### src/rtl/fpmult_norm_round_stage.sv
// Normalize / round-to-nearest-even / pack stage that follows the 24x24 mantissa multiplier.
// Two registered stages (normalize, round+pack) with a valid/ready handshake and no skid buffer.
module fpmult_norm_round_stage #(
  parameter int EXP_W = 8,
  parameter int MAN_W = 23,
  parameter int BIAS  = 127
) (
  input  logic                         clk,
  input  logic                         rst,
  input  logic                         in_valid,
  output logic                         in_ready,
  input  logic [2*(MAN_W+1)-1:0]       Mp,
  input  logic                         Sp,
  input  logic [EXP_W+1:0]             Ep,
  input  logic                         in_nan,
  input  logic                         in_inf,
  input  logic                         in_zero,
  output logic                         out_valid,
  input  logic                         out_ready,
  output logic [EXP_W+MAN_W:0]         Z,
  output logic                         out_ovf,
  output logic                         out_unf,
  output logic                         out_inexact
);

  localparam int PW = 2 * (MAN_W + 1);
  // One bit wider than Ep so that Ep+1 and the rounding carry can never wrap.
  localparam int EW = EXP_W + 3;

  // With BIAS = 2^(EXP_W-1)-1, the all-ones exponent 2^EXP_W-1 equals 2*BIAS+1.
  localparam logic signed [EW-1:0] EXP_MAX  = EW'(2 * BIAS + 1);
  localparam logic signed [EW-1:0] EXP_ZERO = '0;

  typedef struct packed {
    logic                   sign;
    logic [MAN_W-1:0]       frac;
    logic                   g;
    logic                   st;
    logic signed [EW-1:0]   exp;
    logic                   nan;
    logic                   inf;
    logic                   zero;
  } norm_t;

  logic  s1_valid;
  norm_t s1_d;
  norm_t s1_q;
  logic  s1_adv;
  logic  s2_adv;

  // ---------------------------------------------------------------------------
  // Handshake
  // ---------------------------------------------------------------------------
  assign s2_adv   = !out_valid || out_ready;
  assign s1_adv   = !s1_valid || s2_adv;
  assign in_ready = s1_adv;

  // ---------------------------------------------------------------------------
  // S1: normalize. A product of two normalized mantissas lies in [1,4), so the
  // leading one sits in one of the top two bits.
  // ---------------------------------------------------------------------------
  logic                 prod_msb;
  logic signed [EW-1:0] ep_ext;

  assign prod_msb = Mp[PW-1];
  assign ep_ext   = $signed({Ep[EXP_W+1], Ep});

  // NOTE: every signal assigned in this block gets a default first, so no path
  // leaves it unassigned and no latch is inferred.
  always_comb begin
    s1_d      = '0;
    s1_d.sign = Sp;
    s1_d.nan  = in_nan;
    s1_d.inf  = in_inf;
    s1_d.zero = in_zero;
    if (prod_msb) begin
      s1_d.frac = Mp[PW-2:MAN_W+1];
      s1_d.g    = Mp[MAN_W];
      s1_d.st   = |Mp[MAN_W-1:0];
      s1_d.exp  = ep_ext + EW'(1);
    end else begin
      s1_d.frac = Mp[PW-3:MAN_W];
      s1_d.g    = Mp[MAN_W-1];
      s1_d.st   = |Mp[MAN_W-2:0];
      s1_d.exp  = ep_ext;
    end
  end

  // NOTE: sequential state uses non-blocking assignments so every register
  // samples pre-edge values regardless of block ordering.
  always_ff @(posedge clk or posedge rst) begin
    if (rst) begin
      s1_valid <= 1'b0;
    end else if (s1_adv) begin
      s1_valid <= in_valid;
    end
  end

  // NOTE: the S1 payload is qualified by s1_valid, so it carries no reset;
  // only the control bits and the visible outputs are cleared.
  always_ff @(posedge clk) begin
    if (s1_adv && in_valid) begin
      s1_q <= s1_d;
    end
  end

  // ---------------------------------------------------------------------------
  // S2: round to nearest even, range check, special-case override, pack.
  // ---------------------------------------------------------------------------
  logic                   round_up;
  logic [MAN_W:0]         round_sum;
  logic                   round_carry;
  logic [MAN_W-1:0]       round_frac;
  logic signed [EW-1:0]   round_exp;

  assign round_up    = s1_q.g && (s1_q.st || s1_q.frac[0]);
  assign round_sum   = {1'b0, s1_q.frac} + {{MAN_W{1'b0}}, round_up};
  assign round_carry = round_sum[MAN_W];
  // A carry out leaves the low bits at zero, which is the renormalized fraction.
  assign round_frac  = round_sum[MAN_W-1:0];
  assign round_exp   = s1_q.exp + $signed({{(EW-1){1'b0}}, round_carry});

  logic [EXP_W+MAN_W:0] z_next;
  logic                 ovf_next;
  logic                 unf_next;
  logic                 inexact_next;

  always_comb begin
    z_next       = {s1_q.sign, round_exp[EXP_W-1:0], round_frac};
    ovf_next     = 1'b0;
    unf_next     = 1'b0;
    inexact_next = s1_q.g | s1_q.st;

    if (round_exp >= EXP_MAX) begin
      z_next       = {s1_q.sign, {EXP_W{1'b1}}, {MAN_W{1'b0}}};
      ovf_next     = 1'b1;
      inexact_next = 1'b1;
    end else if (round_exp <= EXP_ZERO) begin
      z_next       = {s1_q.sign, {EXP_W{1'b0}}, {MAN_W{1'b0}}};
      unf_next     = 1'b1;
      inexact_next = 1'b1;
    end

    // Special operands win over the arithmetic result; nan > inf > zero.
    if (s1_q.nan) begin
      z_next       = {1'b0, {EXP_W{1'b1}}, 1'b1, {(MAN_W-1){1'b0}}};
      ovf_next     = 1'b0;
      unf_next     = 1'b0;
      inexact_next = 1'b0;
    end else if (s1_q.inf) begin
      z_next       = {s1_q.sign, {EXP_W{1'b1}}, {MAN_W{1'b0}}};
      ovf_next     = 1'b0;
      unf_next     = 1'b0;
      inexact_next = 1'b0;
    end else if (s1_q.zero) begin
      z_next       = {s1_q.sign, {EXP_W{1'b0}}, {MAN_W{1'b0}}};
      ovf_next     = 1'b0;
      unf_next     = 1'b0;
      inexact_next = 1'b0;
    end
  end

  // Result registers only load on a real beat, so they hold through stalls and bubbles.
  always_ff @(posedge clk or posedge rst) begin
    if (rst) begin
      out_valid   <= 1'b0;
      Z           <= '0;
      out_ovf     <= 1'b0;
      out_unf     <= 1'b0;
      out_inexact <= 1'b0;
    end else if (s2_adv) begin
      out_valid <= s1_valid;
      if (s1_valid) begin
        Z           <= z_next;
        out_ovf     <= ovf_next;
        out_unf     <= unf_next;
        out_inexact <= inexact_next;
      end
    end
  end

endmodule

### config.mk
export PLATFORM = sky130hd
export DESIGN_NAME = fpmult_norm_round_stage
export DESIGN_NICKNAME = d
export VERILOG_FILES = /design/src/rtl/fpmult_norm_round_stage.sv
export SDC_FILE = /design/constraint.sdc
export NUM_CORES = 1
export LEC_CHECK = 0
export ABC_AREA = 1
export BUFFER_PORTS_ARGS = -buffer_cell sky130_fd_sc_hd__buf_2
export CAP_MARGIN = 10
export CORE_ASPECT_RATIO = 1.4
export CORE_MARGIN = 2
export CORE_UTILIZATION = 53
export DETAILED_ROUTE_END_ITERATION = 10
export PLACE_DENSITY = 0.86
export REMOVE_ABC_BUFFERS = 1
export SYNTH_ARGS = -nofsm -noshare
export SYNTH_HDL_FRONTEND = slang
export SYNTH_SLANG_ARGS = --single-unit
### constraint.sdc
create_clock -name clk -period 3.8 [get_ports clk]
set_input_delay 0 -clock clk [delete_from_list [all_inputs] [get_ports clk]]
set_output_delay 0 -clock clk [all_outputs]
set_load 0.05 [all_outputs]
==> metrics.txt <==
CTS Sinks=77; clk slew on worst S/H paths=0.08 ns; simple-gate share of the synthesized area=31.5%; vias in the first global route=3654; largest net degree at the start of global routing=41; share of cells above drive strength 1=25.7%; Synth area leaders=edfxtp_1 (29%), dfrtp_1 (22%), nand2_1 (17%), inv_1 (3.9%), xor2_1 (3.4%); initial core utilization=54.3%; min Tclk post-route=3.61 ns; Req. time, crit path=4.05 ns; total gr overflow=0; Placer Congestion=0.882; EDFF count, synth=40; Max Cap Violations=0; die span in x=79.1 um; CP top delay family=simple AND/OR/NAND/NOR gates; core area=7700 um^2; IO buf count=102; R2R setup slack=around 0.19 ns; worst setup path category=reg2reg; asr flop ratio synth=48.1%; Critical Path Fanout Max=4; critical path's slowest cell=edfxtp_1; initial antenna violation count=0; status=complete, no violations; total power=0.00210 W; Antenna Diode Count=0; Synth Area in XOR/XNOR=4.61%; row count=38; first-pass GRT wire length=approximately 16000 um; Mapped Area=around 4200 um^2; Gate Count Post-Synth=493; CP cell instances=o21a_1 -> ha_2 -> nand3_4 -> nor4_4 -> nand2_2 -> nor2_2 -> inv_1 -> nor3_1 -> nand2_1 -> nor2_1 -> ha_2 -> ha_2 -> or2_2 -> nor2_1 -> nand3_1 -> nor2_1 -> nand2_1 -> nand4_4 -> nor2_8 -> buf_4 -> nand2_1 -> nand2_1; Slew headroom=a little under three fifths; wire per inst=12.7 um; P&R area growth vs syn=35.2%; vias per cell=5.06; Worst Tran Pin Value=between 0.6 and 0.7 ns; CTS buffer count=9; post-synthesis cell type count=41; Power Density=372 nW/um^2; setup TNS=0 ns; final hold vios=0; vias post-DR=3868; leakage=2.76 nW; fillers=593; mux cell area share after synthesis=0%; Mapped Avg Cell Area=8.48 um^2; main combinational cell family by area after synthesis=simple AND/OR/NAND/NOR gates; most instantiated cells after synthesis=nand2_1 (184), inv_1 (43), edfxtp_1 (40), dfrtp_1 (37), nor2_1 (37); htree depth=3; Synth Area in Adders=1.50%; Synth Area in Compound Gates=6.25%; Startpoint Class=flip-flop; GRT Total Usage=approximately a quarter; Max IR drop VDD=0.000242 V; area leader, netlist=edfxtp_1; most common cell in the netlist=nand2_1; antenna-violating nets left=0; worst path bufs/invs=2; fmax=277 MHz; fin. max-slew vios=0; signal arrival time at the worst endpoint=a little under 4 ns; CTS Buffer Depth=2; # setup viols final=0; Setup WS post-layout=between 0.15 and 0.2 ns; Tcrit/Tclk final=94.9%; IO Pins=~100; #FFs+latches synth=between 70 and 80; DR pass1 iterations=5; DP Cell Count=689; max incr delay on CP=0.37 ns; DRC violation count after routing=0; final WL=9740 um; Worst path most repeated cell=nand2_1; Worst Setup End Kind=flip-flop; Nets=731; root buf cell=clkbuf_8; top_reg_cell synth=edfxtp_1; worst-skew pair later-pin latency=0.36 ns; sequential area share after synthesis=50.9%; Die H=109 um; 1st-iter DRT viols=approximately 210; final setup skew=0.0142 ns; DP HPWL=6720 um; pre-CTS setup slack=0.132 ns; full die area=between 8000 and 9000 um^2; top cell type's share of synthesized area=between 20 and 30%; Worst Hold Class=in2reg; TritonCTS clock tree=done; Final Non-Filler Cells=765; Yosys Warn Count=0
==> worst paths after layout <==
kind	from	end	depth (start not counted)
max	s1_q[16]$_DFFE_PP_	Z[1]$_DFFE_PP0P_	22
min	Ep[5]	s1_q[8]$_DFFE_PP_	3
max reg2reg	s1_q[16]$_DFFE_PP_	Z[1]$_DFFE_PP0P_	22
min reg2reg	Z[0]$_DFFE_PP0P_	Z[0]$_DFFE_PP0P_	2
max in group asynchronous	rst	Z[27]$_DFFE_PP0P_	4
min in group asynchronous	rst	Z[5]$_DFFE_PP0P_	4
==> routing by layer <==
metal / global-route usage [%] / wire (um)
met1: 28.1 / 3840
met5: 0 / 0
met2: 40.6 / 5100
met3: 4.72 / 619
met4: 10.1 / 186
==> cell usage in the layout (no fill, tap or decap), drive strengths merged, types with 2 or more instances in the layout <==
| cell | netlist | layout |
|---|---|---|
| clkbuf | 8 | 13 |
| clkinv | 1 | 3 |
| o21ai | 21 | 21 |
| nand3 | 28 | 28 |
| or2 | 4 | 4 |
| nor4 | 7 | 7 |
| dfrtp | 37 | 37 |
| o21bai | 2 | 2 |
| a21oi | 10 | 10 |
| inv | 45 | 46 |
| nand2 | 187 | 187 |
| a31o | 2 | 2 |
| nand3b | 3 | 3 |
| ha | 5 | 5 |
| nor2 | 42 | 42 |
| edfxtp | 40 | 40 |
| nor3 | 7 | 7 |
| buf | 2 | 114 |
| xor2 | 16 | 16 |
| nand4 | 13 | 13 |
| xnor2 | 6 | 6 |
| dlygate4sd3 | 0 | 52 |
==> worst min-delay path, delay by kind of cell <==
family,cells,cell delay [ns]
XOR/XNOR,1,0.14
buffers and inverters,2,0.14
==> registers in the layout (all words and copies together), names as in the netlist <==
name,flops
out_valid,1
out_ovf,1
s1_valid,1
out_inexact,1
out_unf,1
s1_q,40
Z,32
==> metrics by stage <==
stage | hold slack (ns) | util (%) | area, um^2
after detailed placement | 0.131 | 62.3 | 4800
after global routing | 0.0573 | 73.4 | 5650
after floorplan | 0.0989 | - | 4140
after CTS | 0.0222 | 72.0 | 5540
final | 0.0441 | 73.4 | 5650
after global placement | 0.112 | 62.3 | 4800
==> logic make-up after synthesis <==
family,after synthesis
compound gates,40
xor+xnor,22
fa+ha+maj,5
buf+inv,56
flops,77
simple gates,293
==> cell type report <==
cell class,instances,area (um^2),share of cell area (%)
clock buffer,13,203,3.59
timing repair buffer,166,1120,19.8
tap,100,125,2.21
multi-input combinational,360,1880,33.3
inverter,46,175,3.10
clock inverter,3,20.0,0.354
sequential,77,2130,37.6
==> report_power, final <==
group / internal [W] / leakage (nW) / total (W) / switching [W]
Combinational: 0.000156 / 1.78 / 0.000444 / 0.000288
Clock: 0.000357 / 0.115 / 0.000651 / 0.000294
Sequential: 0.000957 / 0.860 / 0.00101 / 0.0000492
Total: 0.00147 / 2.76 / 0.00210 / 0.000631
==> what timing repair did <==
| item | CTS | global route |
|---|---|---|
| hold buffers | 52 | 0 |
| setup endpoints to repair | 0 | 33 |
| hold endpoints to repair | 76 | 0 |
| buffers inserted | 0 | 8 |
| gates resized for setup | 0 | 14 |
(Power assumes the default switching activity.)
